## src/rtl/cache_bus_ctrl.sv

```systemverilog
// Snooping-bus transaction controller for NCACHE MESI caches: round-robin grant, snoop broadcast,
// write-back and memory read phases. Define BUS_TIMEOUT_EN to add the memory-phase watchdog.
module cache_bus_ctrl #(
    parameter int NCACHE  = 4,
    parameter int TIMEOUT = 64
) (
    input  logic              clk,
    input  logic              rst,
    input  logic [NCACHE-1:0] req_rd,
    input  logic [NCACHE-1:0] req_rdx,
    input  logic [NCACHE-1:0] req_upgr,
    input  logic [NCACHE-1:0] flush_in,
    input  logic [NCACHE-1:0] c_in,
    input  logic              mem_ack,
    output logic [NCACHE-1:0] grant,
    output logic [NCACHE-1:0] snp_rd,
    output logic [NCACHE-1:0] snp_rdx,
    output logic [NCACHE-1:0] snp_upgr,
    output logic [NCACHE-1:0] shared_out,
    output logic              mem_rd,
    output logic              mem_wr,
    output logic              done,
    output logic              err
);
    localparam int IW = (NCACHE > 1) ? $clog2(NCACHE) : 1;

    if (TIMEOUT < 1) begin : g_bad_timeout
        $error("TIMEOUT must be at least 1");
    end

    typedef enum logic [2:0] {
        S_IDLE, S_SNOOP, S_SAMPLE, S_WB, S_MEMRD, S_DONE
    } state_t;

    typedef enum logic [1:0] {C_RD, C_RDX, C_UPGR} cmd_t;

    state_t            state_q, state_d;
    cmd_t              cmd_q, cmd_d;
    logic [NCACHE-1:0] own_q, own_d;
    logic [IW-1:0]     idx_q, idx_d;
    logic [IW-1:0]     last_q, last_d;
    logic              shared_q, shared_d;
    logic              wb_q, wb_d;
    logic              tout_q, tout_d;
    logic              expired;

    logic [NCACHE-1:0] elig;
    logic [NCACHE-1:0] pick_oh;
    logic [IW-1:0]     pick_idx;
    logic              found;

    // Scan from last_owner+1 with wrap so every cache gets a fair turn.
    always_comb begin
        int j;
        logic [IW-1:0] jj;
        elig     = req_rd | req_rdx | req_upgr;
        pick_oh  = '0;
        pick_idx = '0;
        found    = 1'b0;
        j        = 0;
        jj       = '0;
        for (int k = 0; k < NCACHE; k++) begin
            j = int'(last_q) + 1 + k;
            if (j >= NCACHE) j = j - NCACHE;
            jj = j[IW-1:0];
            if (!found && elig[jj]) begin
                found       = 1'b1;
                pick_idx    = jj;
                pick_oh[jj] = 1'b1;
            end
        end
    end

`ifdef BUS_TIMEOUT_EN
    localparam int CW = (TIMEOUT > 1) ? $clog2(TIMEOUT) : 1;
    logic [CW-1:0] cnt_q, cnt_d;

    // Restarts on every entry into WB or MEMRD, counts while the phase is held.
    always_comb begin
        cnt_d = '0;
        if ((state_q == S_WB || state_q == S_MEMRD) && state_d == state_q)
            cnt_d = cnt_q + 1'b1;
    end

    assign expired = (cnt_q == CW'(TIMEOUT - 1));

    always_ff @(posedge clk or posedge rst) begin
        if (rst) cnt_q <= '0;
        else     cnt_q <= cnt_d;
    end
`else
    assign expired = 1'b0;
`endif

    always_comb begin
        state_d    = state_q;
        cmd_d      = cmd_q;
        own_d      = own_q;
        idx_d      = idx_q;
        last_d     = last_q;
        shared_d   = shared_q;
        wb_d       = wb_q;
        tout_d     = tout_q;
        grant      = '0;
        snp_rd     = '0;
        snp_rdx    = '0;
        snp_upgr   = '0;
        shared_out = '0;
        mem_rd     = 1'b0;
        mem_wr     = 1'b0;
        done       = 1'b0;
        unique case (state_q)
            S_IDLE: begin
                if (found) begin
                    own_d  = pick_oh;
                    idx_d  = pick_idx;
                    tout_d = 1'b0;
                    if (req_rdx[pick_idx])       cmd_d = C_RDX;
                    else if (req_upgr[pick_idx]) cmd_d = C_UPGR;
                    else                         cmd_d = C_RD;
                    state_d = S_SNOOP;
                end
            end
            S_SNOOP: begin
                grant = own_q;
                unique case (cmd_q)
                    C_RDX:   snp_rdx  = ~own_q;
                    C_UPGR:  snp_upgr = ~own_q;
                    default: snp_rd   = ~own_q;
                endcase
                state_d = S_SAMPLE;
            end
            S_SAMPLE: begin
                grant    = own_q;
                shared_d = |(c_in & ~own_q);
                wb_d     = |(flush_in & ~own_q);
                if (wb_d)                 state_d = S_WB;
                else if (cmd_q == C_UPGR) state_d = S_DONE;
                else                      state_d = S_MEMRD;
            end
            S_WB: begin
                grant  = own_q;
                mem_wr = 1'b1;
                if (mem_ack) begin
                    state_d = (cmd_q == C_UPGR) ? S_DONE : S_MEMRD;
                end else if (expired) begin
                    tout_d  = 1'b1;
                    state_d = S_DONE;
                end
            end
            S_MEMRD: begin
                grant  = own_q;
                mem_rd = 1'b1;
                if (mem_ack) begin
                    state_d = S_DONE;
                end else if (expired) begin
                    tout_d  = 1'b1;
                    state_d = S_DONE;
                end
            end
            S_DONE: begin
                grant      = own_q;
                done       = 1'b1;
                shared_out = (shared_q && !tout_q) ? own_q : '0;
                last_d     = idx_q;
                state_d    = S_IDLE;
            end
            default: state_d = S_IDLE;
        endcase
    end

`ifdef BUS_TIMEOUT_EN
    assign err = (state_q == S_DONE) && tout_q;
`else
    assign err = 1'b0;
`endif

    always_ff @(posedge clk or posedge rst) begin
        if (rst) begin
            state_q  <= S_IDLE;
            cmd_q    <= C_RD;
            own_q    <= '0;
            idx_q    <= '0;
            last_q   <= IW'(NCACHE - 1);
            shared_q <= 1'b0;
            wb_q     <= 1'b0;
            tout_q   <= 1'b0;
        end else begin
            state_q  <= state_d;
            cmd_q    <= cmd_d;
            own_q    <= own_d;
            idx_q    <= idx_d;
            last_q   <= last_d;
            shared_q <= shared_d;
            wb_q     <= wb_d;
            tout_q   <= tout_d;
        end
    end
endmodule

```

## config.mk

```make
export PLATFORM = sky130hd
export DESIGN_NAME = cache_bus_ctrl
export DESIGN_NICKNAME = d
export VERILOG_FILES = /design/src/rtl/cache_bus_ctrl.sv
export SDC_FILE = /design/constraint.sdc
export NUM_CORES = 1
export LEC_CHECK = 0
export ABC_AREA = 1
export CAP_MARGIN = 20
export CORE_MARGIN = 4
export CORE_UTILIZATION = 42
export DETAILED_ROUTE_END_ITERATION = 8
export PLACE_DENSITY = 0.77
export SLEW_MARGIN = 20
export SYNTH_ARGS = -nofsm -noshare
export SYNTH_HDL_FRONTEND = slang
export SYNTH_SLANG_ARGS = --single-unit
```

## constraint.sdc

```tcl
create_clock -name clk -period 2.25 [get_ports clk]
set_clock_uncertainty 0.1 [all_clocks]
set_input_delay 0.45 -clock clk [delete_from_list [all_inputs] [get_ports clk]]
set_output_delay 0.45 -clock clk [all_outputs]
set_load 0.01 [all_outputs]
```

After elaboration in Yosys (flattened, before gate mapping):

Cells that the tools add are included.

* register bits after elaboration: 14
* bits in latches: 0
* bits in writable memories: 0
* ROM bits: 0
* bits of input ports: 23
* output and inout bits: 24
* word-level logic and storage cells: 118
* memories: 0

* add/sub/neg operators: 8
* $mul: 0
* divide/modulo/power cells: 0
* $lt $le $gt $ge: 13
* equal/unequal tests: 10
* shift-type cells: 0
* multiplexer cells: 56
* bitwise logic cells: 8
* reductions and logical operators: 17

Operators by type and width (count)
* $mux 4: 13
* $mux 2: 10
* $or 4x4->4: 5
* $mux 1: 18
* $lt 2x3->1 const B: 5
* $pmux 3 s5: 1
* $bmux 1 s2: 6
* $ge 4x3->1 const B: 3
* $mux 3: 4
* $add 3x2->4 const B: 2
* $and 4x4->4: 2
* $demux 1 s2: 4
* $ge 2x1->1 const B: 4
* $reduce_or 4->1: 2
* $sub 2x1->2 const B: 4
* $logic_and 1x1->1: 7
* $eq 3x2->1 const B: 2
* $eq 3x3->1 const B: 2
* $ne 2x2->1 const B: 3
* $reduce_or 5->1: 1
* $add 3x1->4 const B: 1
* $not 4->4: 1
* $add 2x1->3 const B: 1
* $eq 3x1->1 const B: 1
* 8 further kinds: 10

Logic depth before layout (Yosys ltp):

* word-level depth: 19
* gate-level depth with buffers: 16
* gate-level depth less buffers: 16

Least setup slack after synthesis:

No wires, ideal clock.

* path type: reg2reg
* start point: register last_q[0]
* end point: register cmd_q[1]
* library setup time: 0.116 ns
* arrival: 2.040 ns
* required time: 2.034 ns
* path slack: -0.006 ns
* stages on the path, launching flop included: 17
* clock period less this slack: 2.256 ns
* path through: dfstp_2 -> inv_2 -> ha_1 -> nor2_1 -> inv_1 -> nand3_2 -> nand2_2 -> nor2_4 -> nand2_2 -> nand2_1 -> nand2_2 -> nand2_2 -> nand2_1 -> nand3_1 -> nand2_1 -> nand2_1 -> nand2_1

* longest elaborated chain between the ends: 19
* elaborated cells between the ends (all ways): 45
* classes of those cells: 8 x add/sub; 4 x order compare; 26 x mux; 7 x reduce/logical

Ends and longest elaborated chain
* start: declaration: line 41 `logic [IW-1:0] last_q, last_d;`
* start signal: assignment: line 184 `last_q <= IW'(NCACHE - 1);`
* start signal: assignment: line 193 `last_q <= last_d;`
* $add 2x1->3 (*): line 63 `j = int'(last_q) + 1 + k;`
* parallel branches: the longest is 18 deep, another holds $add 3x1->4
* end signal: assignment: line 190 `cmd_q <= cmd_d;`
* end: declaration: line 38 `cmd_t cmd_q, cmd_d;`

Mark *: on every way between the ends. The select of a mux whose other input is x is not followed.
A chain may end at the register's enable or synchronous reset.

Final worst setup path:

Ends and elaborated chain as after synthesis.

==> results.json <==
{
  "h-tree-depth": 1,
  "internal_power_w": 0.00142,
  "numCtsBuffers": 3,
  "synth_seq_cells": 14,
  "drv_cap": 0,
  "vdd_ir_drop_max_mv": 0.705,
  "endpoint_kind": "register",
  "fp-row-count": 20,
  "fin_cells": 347,
  "min_path_type": "input pin to asynchronous set/reset pin",
  "slew_headroom": 0.652,
  "clk_pin_slew_worst_paths_ns": 0.08,
  "layout_min_cycle_time_ns": 2.22,
  "fmax_mhz": 450,
  "first_pass_iters": 4,
  "setup_viol": 0,
  "core_um2": 3150,
  "num_vias": 1671,
  "cts-root-buf": "clkbuf_4",
  "grt_max_degree": 15,
  "antenna_found_initial": 0,
  "pwr-share-comb": 0.774,
  "die_area_um2": 4380,
  "pwr-share-seq": 0.174,
  "syn_to_final_growth_pct": 55.6,
  "netSwitchingFraction": 0.496,
  "start_kind": "register",
  "clock_sinks": 14,
  "outcome": "complete, no violations",
  "syn_avg_cell_area_um2": 6.28,
  "cts_tree": "yes",
  "io_buffer_count": 45,
  "grt_pass1_wl_um": 6730,
  "die_w_um": 66.2,
  "place_area_um2": 2120,
  "place_hpwl_um": 3450,
  "dp_cells": 339,
  "worst-endpoint-arrival_ns": 2.30,
  "yosysSeqAreaShare": 0.248,
  "pwr-share-clk": 0.052,
  "place.gp.congestion": 0.871,
  "drive_above_1_share": 0.254,
  "synthDistinctLibCells": 27,
  "final_nets": 337,
  "p_leak_nw": 1.19,
  "grt_usage": 0.196,
  "worstMarginPinSlew_ns": 0.521,
  "hold_violations": 0,
  "final_cell_area_um2": 2210,
  "critical_path_class": "register to register",
  "initial_core_util": 0.450,
  "finalPower_w": 0.00283,
  "syn_inst": 226,
  "holdBufCountCts": 0,
  "syn_area_um2": 1420,
  "syn_nets": 259,
  "cp_max_fo": 6,
  "drt_wl_total_um": 4100,
  "setup_slack_ns": 0.0300,
  "p_per_area_nw_per_um2": 1280,
  "drtIter0Drc": 81,
  "switchingPower_w": 0.00140,
  "cp.required_ns": 2.33,
  "rsz0062_at_grt": "yes",
  "fp.dieH_um": 66.2,
  "antenna_cells": 0,
  "drc_errors": 0,
  "gr-total-overflow": 0,
  "hold_slack_ns": 0.396,
  "routedWlPerCell_um": 11.8,
  "slew_viol_final": 0,
  "ios": 47,
  "yosysWarnings": 0,
  "min_period_over_period": 0.987,
  "clk_latency_ns": 0.28,
  "postRouteAntennaNets": 0,
  "pre_cts_ws_ns": -0.201,
  "vias_per_cell": 4.82,
  "grt_pass1_vias": 1613,
  "cts_buffer_depth": 2
}
-- final timing paths --
check	startpoint	to	slack, ns	depth (start not counted)
max	last_q[0]$_DFFE_PP1P_	cmd_q[1]$_DFFE_PP0P_	0.03	15
min	rst	shared_q$_DFFE_PP0P_	0.40	2
max reg2reg	last_q[0]$_DFFE_PP1P_	cmd_q[1]$_DFFE_PP0P_	0.03	15
min reg2reg	idx_q[0]$_DFFE_PP0P_	last_q[0]$_DFFE_PP1P_	0.40	2
max in group asynchronous	rst	last_q[0]$_DFFE_PP1P_	1.29	2
min in group clk	idx_q[0]$_DFFE_PP0P_	last_q[0]$_DFFE_PP1P_	0.40	2
-- power by group through the flow --
stage               Clock [W]  Sequential [W]  Combinational, W
floorplan                   0        0.000489           0.00126
global placement            0        0.000490           0.00201
detailed placement          0        0.000494           0.00205
CTS                  0.000149        0.000490           0.00210
global route         0.000160        0.000510           0.00246
finish               0.000146        0.000493           0.00219
-- critical path, cell delays in order (launching register included) --
cell,delay [ns]
dfstp_2,0.58
inv_4,0.07
ha_4,0.28
inv_1,0.06
nand3_1,0.11
nand2_2,0.08
nor2_4,0.14
nand2_2,0.09
nand2_1,0.09
nand2_2,0.09
nand2_4,0.09
nand2_1,0.06
nand3_1,0.08
nand2_1,0.07
nand2_1,0.07
nand2_1,0.04
-- cells in the mapped netlist --
master	n	area share
clkinv_1	1	0.0026
nand4_1	1	0.0044
nand2_2	10	0.044
buf_4	2	0.011
o211ai_1	1	0.0053
nand3_1	20	0.070
a21oi_1	6	0.021
o21ai_0	8	0.028
dfstp_2	2	0.037
nor2_4	1	0.0079
inv_1	32	0.085
nand3b_1	1	0.0053
nand3_2	7	0.049
dfrtp_1	12	0.21
inv_2	3	0.0079
nand2_1	45	0.12
a31oi_1	1	0.0044
a22oi_1	2	0.011
o22ai_1	3	0.013
a221oi_1	1	0.0062
a21boi_0	1	0.0053
conb_1	1	0.0026
a22o_1	2	0.012
ha_1	10	0.088
nor2_2	3	0.013
o21bai_1	1	0.0053
nor2_1	49	0.13
-- state kept, by name, indices dropped and copies added, names as in the netlist --
name / flops
own_q: 4
shared_q: 1
idx_q: 2
state_q: 3
cmd_q: 2
last_q: 2
-- kinds of logic after synthesis --
logic type,Yosys count,synth area share
simple gates,137,0.443
buf+inv,38,0.106
compound gates,26,0.112
flops,14,0.248
fa+ha+maj,10,0.0881
other cells,1,0.00264
-- through the flow --
stage                      util  setup TNS, ns
after global routing      0.701          -1.01
after global placement    0.673         -0.571
after CTS                 0.689       -0.00622
after floorplan               -              0
final                     0.701              0
after detailed placement  0.673         -0.904
-- area by class of cell --
class	count	area, um2
multi-input combinational	174	990
inverter	36	138
clock buffer	4	26.3
timing repair buffer	75	648
tap	44	55.1
fill	304	943
sequential	14	353
-- placed cells by master (no fill, tap or decap), drive strengths merged --
cell type,Yosys,final
a21boi,1,1
a21oi,6,6
a221oi,1,1
a22o,2,2
a22oi,2,2
a31oi,1,1
buf,2,30
clkbuf,0,7
clkdlybuf4s50,0,26
clkinv,1,1
conb,1,1
dfrtp,12,12
dfstp,2,2
dlygate4sd2,0,15
dlymetal6s2s,0,1
ha,10,10
inv,35,35
nand2,55,55
nand3,27,27
nand3b,1,1
nand4,1,1
nor2,53,53
o211ai,1,1
o21ai,8,8
o21bai,1,1
o22ai,3,3
-- metal layers --
| layer | vias to the layer above | track usage | share of wire |
|---|---|---|---|
| met5 | - | 0 | 0 |
| met4 | 0 | 0.0635 | 0.015 |
| li1 | 867 | - | - |
| met2 | 60 | 0.354 | 0.50 |
| met1 | 738 | 0.237 | 0.43 |
| met3 | 6 | 0.0255 | 0.056 |
-- what timing repair did --
item / CTS / global route
buffers inserted: 3 / 1
resized for setup: 27 / 17
pin swaps: 3 / 5
setup endpoints to repair: 21 / 24
endpoints found under the hold margin: 0 / 0
cloned: 0 / 0
(Power assumes the default switching activity.)
